## src/rtl/m62_sdram_pkg.sv

```systemverilog
// Shared definitions for the M62 SDRAM controller and its ROM download feeder.
// Holds the dispatcher state encoding, the queued write record and address helpers.
package m62_sdram_pkg;

  typedef enum logic [1:0] {
    ST_IDLE  = 2'd0,
    ST_ISSUE = 2'd1,
    ST_WAIT  = 2'd2
  } loader_state_t;

  typedef struct packed {
    logic        region;
    logic [22:0] addr;
    logic [1:0]  ds;
    logic [15:0] data;
  } loader_entry_t;

  localparam logic [24:0] LOADER_PORT2_BASE = 25'h0100000;

  // Bytes at or above base belong to port2 and are rebased; bits above 23 are dropped.
  function automatic loader_entry_t make_entry(input logic [24:0] byte_addr,
                                               input logic [24:0] base,
                                               input logic [1:0]  ds,
                                               input logic [15:0] data);
    loader_entry_t e;
    logic [24:0]   rebased;
    e.region = (byte_addr >= base);
    rebased  = e.region ? (byte_addr - base) : byte_addr;
    e.addr   = rebased[23:1];
    e.ds     = ds;
    e.data   = data;
    return e;
  endfunction

endpackage

```

## src/rtl/loader_fifo.sv

```systemverilog
// Small synchronous FIFO for queued loader words; power-of-two depth so pointers wrap freely.
// A push into a full FIFO without a simultaneous pop is dropped.
module loader_fifo
  import m62_sdram_pkg::*;
#(
  parameter int  DEPTH   = 4,
  parameter type entry_t = loader_entry_t
) (
  input  logic                     clk,
  input  logic                     reset,
  input  logic                     push,
  input  entry_t                   din,
  input  logic                     pop,
  output entry_t                   dout,
  output logic [$clog2(DEPTH):0]   count,
  output logic                     empty,
  output logic                     full
);

  localparam int AW = $clog2(DEPTH);
  localparam int CW = AW + 1;
  localparam logic [CW-1:0] FULL_LEVEL = CW'(DEPTH);

  entry_t          mem [DEPTH];
  logic [AW-1:0]   wr_ptr;
  logic [AW-1:0]   rd_ptr;
  logic            do_push;
  logic            do_pop;

  assign empty   = (count == '0);
  assign full    = (count == FULL_LEVEL);
  assign do_pop  = pop && !empty;
  assign do_push = push && (!full || do_pop);
  assign dout    = mem[rd_ptr];

  always_ff @(posedge clk) begin
    if (do_push) mem[wr_ptr] <= din;
  end

  always_ff @(posedge clk) begin
    if (reset) begin
      wr_ptr <= '0;
      rd_ptr <= '0;
      count  <= '0;
    end else begin
      if (do_push) wr_ptr <= wr_ptr + 1'b1;
      if (do_pop)  rd_ptr <= rd_ptr + 1'b1;
      case ({do_push, do_pop})
        2'b10:   count <= count + 1'b1;
        2'b01:   count <= count - 1'b1;
        default: count <= count;
      endcase
    end
  end

  overflow_chk: assert property (@(posedge clk) disable iff (reset) !(push && full && !pop));

endmodule

```

## src/rtl/sdram_rom_loader.sv

```systemverilog
// Packs the HPS ioctl byte stream into 16-bit SDRAM writes and dispatches them one at a time
// on port1 (CPU ROM region) or port2 (graphics region) using the controller's toggle handshake.
module sdram_rom_loader
  import m62_sdram_pkg::*;
#(
  parameter logic [24:0] PORT2_BASE = LOADER_PORT2_BASE,
  parameter int          FIFO_DEPTH = 4
) (
  input  logic        clk,
  input  logic        reset,
  input  logic        ioctl_download,
  input  logic        ioctl_wr,
  input  logic [24:0] ioctl_addr,
  input  logic [7:0]  ioctl_dout,
  output logic        ioctl_wait,
  output logic        port1_req,
  input  logic        port1_ack,
  output logic        port1_we,
  output logic [23:1] port1_a,
  output logic [1:0]  port1_ds,
  output logic [15:0] port1_d,
  output logic        port2_req,
  input  logic        port2_ack,
  output logic        port2_we,
  output logic [23:1] port2_a,
  output logic [1:0]  port2_ds,
  output logic [15:0] port2_d,
  output logic        done
);

  localparam int CW = $clog2(FIFO_DEPTH) + 1;
  localparam logic [CW-1:0] WAIT_LEVEL = CW'(FIFO_DEPTH - 1);

  loader_state_t  state;
  loader_entry_t  stage;
  loader_entry_t  head;
  logic           stage_valid;
  logic           lo_valid;
  logic [7:0]     lo;
  logic [23:0]    lo_addr;
  logic           dl_q;
  logic           cur_region;
  logic           fifo_pop;
  logic           fifo_empty;
  logic           fifo_full;
  logic [CW-1:0]  fifo_count;

  // Byte assembly: every word or orphan lands in a one-entry stage and reaches the FIFO a cycle later.
  always_ff @(posedge clk) begin
    if (reset) begin
      dl_q        <= 1'b0;
      lo_valid    <= 1'b0;
      lo          <= '0;
      lo_addr     <= '0;
      stage_valid <= 1'b0;
      stage       <= '0;
    end else begin
      dl_q        <= ioctl_download;
      stage_valid <= 1'b0;
      if (ioctl_wr) begin
        if (!ioctl_addr[0]) begin
          if (lo_valid) begin
            stage_valid <= 1'b1;
            stage       <= make_entry({lo_addr, 1'b0}, PORT2_BASE, 2'b01, {8'h00, lo});
          end
          lo       <= ioctl_dout;
          lo_addr  <= ioctl_addr[24:1];
          lo_valid <= 1'b1;
        end else if (lo_valid && (lo_addr == ioctl_addr[24:1])) begin
          stage_valid <= 1'b1;
          stage       <= make_entry(ioctl_addr, PORT2_BASE, 2'b11, {ioctl_dout, lo});
          lo_valid    <= 1'b0;
        end else begin
          // Unpaired high byte; any latched low byte stays put and is flushed later.
          stage_valid <= 1'b1;
          stage       <= make_entry(ioctl_addr, PORT2_BASE, 2'b10, {ioctl_dout, 8'h00});
        end
      end else if (lo_valid && !ioctl_download) begin
        stage_valid <= 1'b1;
        stage       <= make_entry({lo_addr, 1'b0}, PORT2_BASE, 2'b01, {8'h00, lo});
        lo_valid    <= 1'b0;
      end
    end
  end

  loader_fifo #(.DEPTH(FIFO_DEPTH), .entry_t(loader_entry_t)) u_fifo (
    .clk   (clk),
    .reset (reset),
    .push  (stage_valid),
    .din   (stage),
    .pop   (fifo_pop),
    .dout  (head),
    .count (fifo_count),
    .empty (fifo_empty),
    .full  (fifo_full)
  );

  assign fifo_pop = (state == ST_IDLE) && !fifo_empty;

  // Toggle handshake: a request is pending while req != ack; address/data/ds/we hold until they match.
  always_ff @(posedge clk) begin
    if (reset) begin
      state      <= ST_IDLE;
      cur_region <= 1'b0;
      port1_req  <= port1_ack;
      port1_we   <= 1'b0;
      port1_a    <= '0;
      port1_ds   <= '0;
      port1_d    <= '0;
      port2_req  <= port2_ack;
      port2_we   <= 1'b0;
      port2_a    <= '0;
      port2_ds   <= '0;
      port2_d    <= '0;
    end else begin
      case (state)
        ST_IDLE: begin
          if (!fifo_empty) begin
            if (head.region) begin
              port2_a  <= head.addr;
              port2_ds <= head.ds;
              port2_d  <= head.data;
            end else begin
              port1_a  <= head.addr;
              port1_ds <= head.ds;
              port1_d  <= head.data;
            end
            cur_region <= head.region;
            state      <= ST_ISSUE;
          end
        end
        ST_ISSUE: begin
          if (cur_region) begin
            port2_req <= ~port2_req;
            port2_we  <= 1'b1;
          end else begin
            port1_req <= ~port1_req;
            port1_we  <= 1'b1;
          end
          state <= ST_WAIT;
        end
        ST_WAIT: begin
          if (cur_region ? (port2_req == port2_ack) : (port1_req == port1_ack)) state <= ST_IDLE;
        end
        default: state <= ST_IDLE;
      endcase
    end
  end

  always_ff @(posedge clk) begin
    if (reset) begin
      ioctl_wait <= 1'b0;
      done       <= 1'b0;
    end else begin
      ioctl_wait <= (fifo_count >= WAIT_LEVEL) || (lo_valid && !ioctl_download);
      if (ioctl_download && !dl_q) done <= 1'b0;
      else if (!ioctl_download && fifo_empty && (state == ST_IDLE) && !lo_valid && !stage_valid)
        done <= 1'b1;
    end
  end

endmodule

```

## config.mk

```make
export PLATFORM = sky130hd
export DESIGN_NAME = sdram_rom_loader
export DESIGN_NICKNAME = d
export VERILOG_FILES = /design/src/rtl/m62_sdram_pkg.sv /design/src/rtl/loader_fifo.sv /design/src/rtl/sdram_rom_loader.sv
export SDC_FILE = /design/constraint.sdc
export NUM_CORES = 1
export LEC_CHECK = 0
export BUFFER_PORTS_ARGS = -buffer_cell sky130_fd_sc_hd__buf_2
export CORE_MARGIN = 3
export CORE_UTILIZATION = 45
export DETAILED_ROUTE_END_ITERATION = 8
export PLACE_DENSITY_LB_ADDON = 0.1
export SYNTH_ARGS = -nofsm -noshare
export SYNTH_HDL_FRONTEND = slang
export SYNTH_HIERARCHICAL = 1
export SYNTH_SLANG_ARGS = --single-unit
```

## constraint.sdc

```tcl
create_clock -name clk -period 3.65 [get_ports clk]
set_clock_uncertainty 0.05 [all_clocks]
set_input_delay 0.73 -clock clk [delete_from_list [all_inputs] [get_ports clk]]
set_output_delay 0.73 -clock clk [all_outputs]
set_load 0.02 [all_outputs]
```

==> results.cfg <==
[synth]
syn_inst = 1087
synth_seq_cells = 345
synthSimpleGateAreaFrac = 0.122
synth_adder_area_share = 0.00920
netlist.area_leader.share = 0.391
netlist_area_sq_mm = 0.0131
synth_nets = 1135
synth_top_family_by_area = simple AND/OR/NAND/NOR gates
async_flop_share = 0
synth-seq-area-share = 0.660
yosys_most_used_dff = dfxtp_1
yosys_warnings = 6
synth_area_leader_cell = edfxtp_1
avgSynthCellArea_sq_um = 12.0
synth_edf_count = 170
synth.most_common_cell = nand2_1
synth_cell_types = 49
synthTopCellsByCount = 292 x nand2_1, 175 x dfxtp_1, 170 x edfxtp_1, 131 x a21oi_1, 55 x nor2_1
synth_compound_area_frac = 0.0840
synth_xor_xnor_area_share = 0.0208
yosys-mux-area-fraction = 0.0750
synth_area_leaders = edfxtp_1 39%, dfxtp_1 27%, nand2_1 8.4%

[sta]
period_needed_ns = 2.68
slew_viol_final = 0
rsz0062_at_grt = no
fin_crit_sh = 0.735
worst_pin_slew_ns = 0.866
fmax_mhz = 373
tns_ns = 0
slew-limit-headroom = 0.421
timing.hold.ws_ns = 0.398
setup_violations = 0
finalHoldViolations = 0

[detailed_routing]
postRouteWirelength_um = 29300
drt-initial-drc-count = 638
drt_first_pass_iters = 5
drc = 0
dr_total_vias = 8414
vias_per_cell = 5.22
wl_per_cell_um = 18.2
drtAntennaViolNets = 0

[setup_path]
critPathLaunchType = flip-flop
crit_fanout = 7
cp_data_required_time_ns = 4.04
end_kind = flip-flop
path_class = flip-flop to flip-flop
crit_arrival_ns = 3.08
r2r-start = u_fifo/count[0]
crit_start = u_fifo/count[0]

[layout]
fillers = 2447
finalNonFillerCells = 1612
postLayoutCellArea_sq_mm = 0.0153
final_nets = 1253
diodes = 0
area_delta_synth_final_pct = 17.2
drive_gt1_frac = 0.207

[global_route]
grt_usage = 0.190
grt_pass1_wl_um = 46600
overflow = 0
grt_max_degree = 78
antenna_found_initial = 0
grt_pass1_vias = 8122

[clock_network]
cts_resized = 0
clockBufferDepth = 3
htreeDepth = 2
insertion_delay_ns = 0.52
postCtsSetupRepairBufs = 0
cts_tree = yes
cts.sinks = 345
cts_buffers = 37
hold_buffers = 0
clkTransAtPathRegs_ns = 0.06
cts_root_buf = clkbuf_16

[worst_hold_path]
hold_path.class = flip-flop to flip-flop
min-delay-start = port2_a[6]

[pwr]
p_leak_nw = 5.35
finalPower_w = 0.00914
powerDensity_mw_per_mm2 = 598
peakVddDrop_mv = 0.367

[placement]
dp_hpwl_um = 18800
port_buffers = 126
placed_cells = 1544
dpl_cell_area_sq_mm = 0.0140
gp_congestion = 0.750

[run]
cap_violations = 0

[die]
start_util = 0.463
die_w_um = 176
ios = 127
rows = 61
core-area_sq_mm = 0.0282
die-area_sq_mm = 0.0311
die_h_um = 176

[run_status]
outcome = completed
[worst paths after layout]
check                         end  slack (ns)  cells after the start
setup / recovery  u_fifo/count[2]        0.97                     12
hold / removal         port2_a[6]        0.40                      2
setup reg to reg  u_fifo/count[2]        0.97                     12
hold reg to reg        port2_a[6]        0.40                      2
[logic make-up after synthesis]
| kind of cell | after synthesis |
|---|---|
| buffers and inverters | 81 |
| XOR/XNOR | 31 |
| flip-flops | 345 |
| adder cells (fa/ha/maj) | 9 |
| AO/OA/AOI/OAI | 187 |
| multiplexers | 44 |
| AND/OR/NAND/NOR | 390 |
[critical path, stage by stage (launching register included)]
cell and delay, ns:
dfxtp_1 0.37, nor3_1 0.32, or3_1 0.25, inv_2 0.09, inv_1 0.07, a21boi_2 0.10, inv_1 0.07, ha_1 0.18
inv_1 0.07, fa_1 0.42, xor2_1 0.16, or3_1 0.31, a21oi_1 0.14
[routing by layer]
metal / global-route usage / part of all wire / up-vias
li1: - / - / 4087
met1: 0.290 / 0.49 / 4050
met5: 0 / 0 / -
met3: 0.0284 / 0.051 / 45
met4: 0.0548 / 0.022 / 0
met2: 0.285 / 0.43 / 232
[flip-flops by register name, indices dropped and copies added, names as in the netlist, 3 cells and up, named ones only]
register	cells
lo	8
u_fifo/count	3
port1_d	16
port2_d	16
port1_a	23
u_fifo/mem	168
port2_a	23
lo_addr	24
stage	42
[cell usage in the layout, fill, tap and decap left out, types with 11 or more instances in the layout]
cell type    n
a21oi_1    131
a311oi_1    20
buf_2      125
buf_4       15
clkbuf_1    11
clkbuf_16   39
dfxtp_1    173
edfxtp_1   170
inv_1       13
mux4_2      40
nand2_1    292
nor2_1      54
o21ai_0     14
xnor2_1     25
[stage by stage]
step / setup WS (ns) / utilization
2_1_floorplan: 0.864 / -
3_3_place_gp: 1.04 / 0.499
3_5_place_dp: 0.997 / 0.499
4_1_cts: 0.979 / 0.543
5_1_grt: 0.669 / 0.543
6_report: 0.966 / 0.543
[area by class of cell]
cell class / instances / area [sq um] / share of cell area
Inverter: 15 / 56.3 / 0.00368
Timing Repair Buffer: 145 / 838 / 0.0548
Sequential cell: 345 / 8610 / 0.563
Multi-Input combinational cell: 661 / 4060 / 0.266
Tap cell: 378 / 473 / 0.0309
Clock inverter: 16 / 206 / 0.0135
Clock buffer: 52 / 1040 / 0.0683
[where the power goes]
| group | switching (W) | internal, W | total [W] |
|---|---|---|---|
| clock | 0.00145 | 0.00236 | 0.00380 |
| sequential | 0.000137 | 0.00427 | 0.00441 |
| combinational | 0.000608 | 0.000327 | 0.000935 |
No activity file was read; power rests on OpenSTA's default activity.
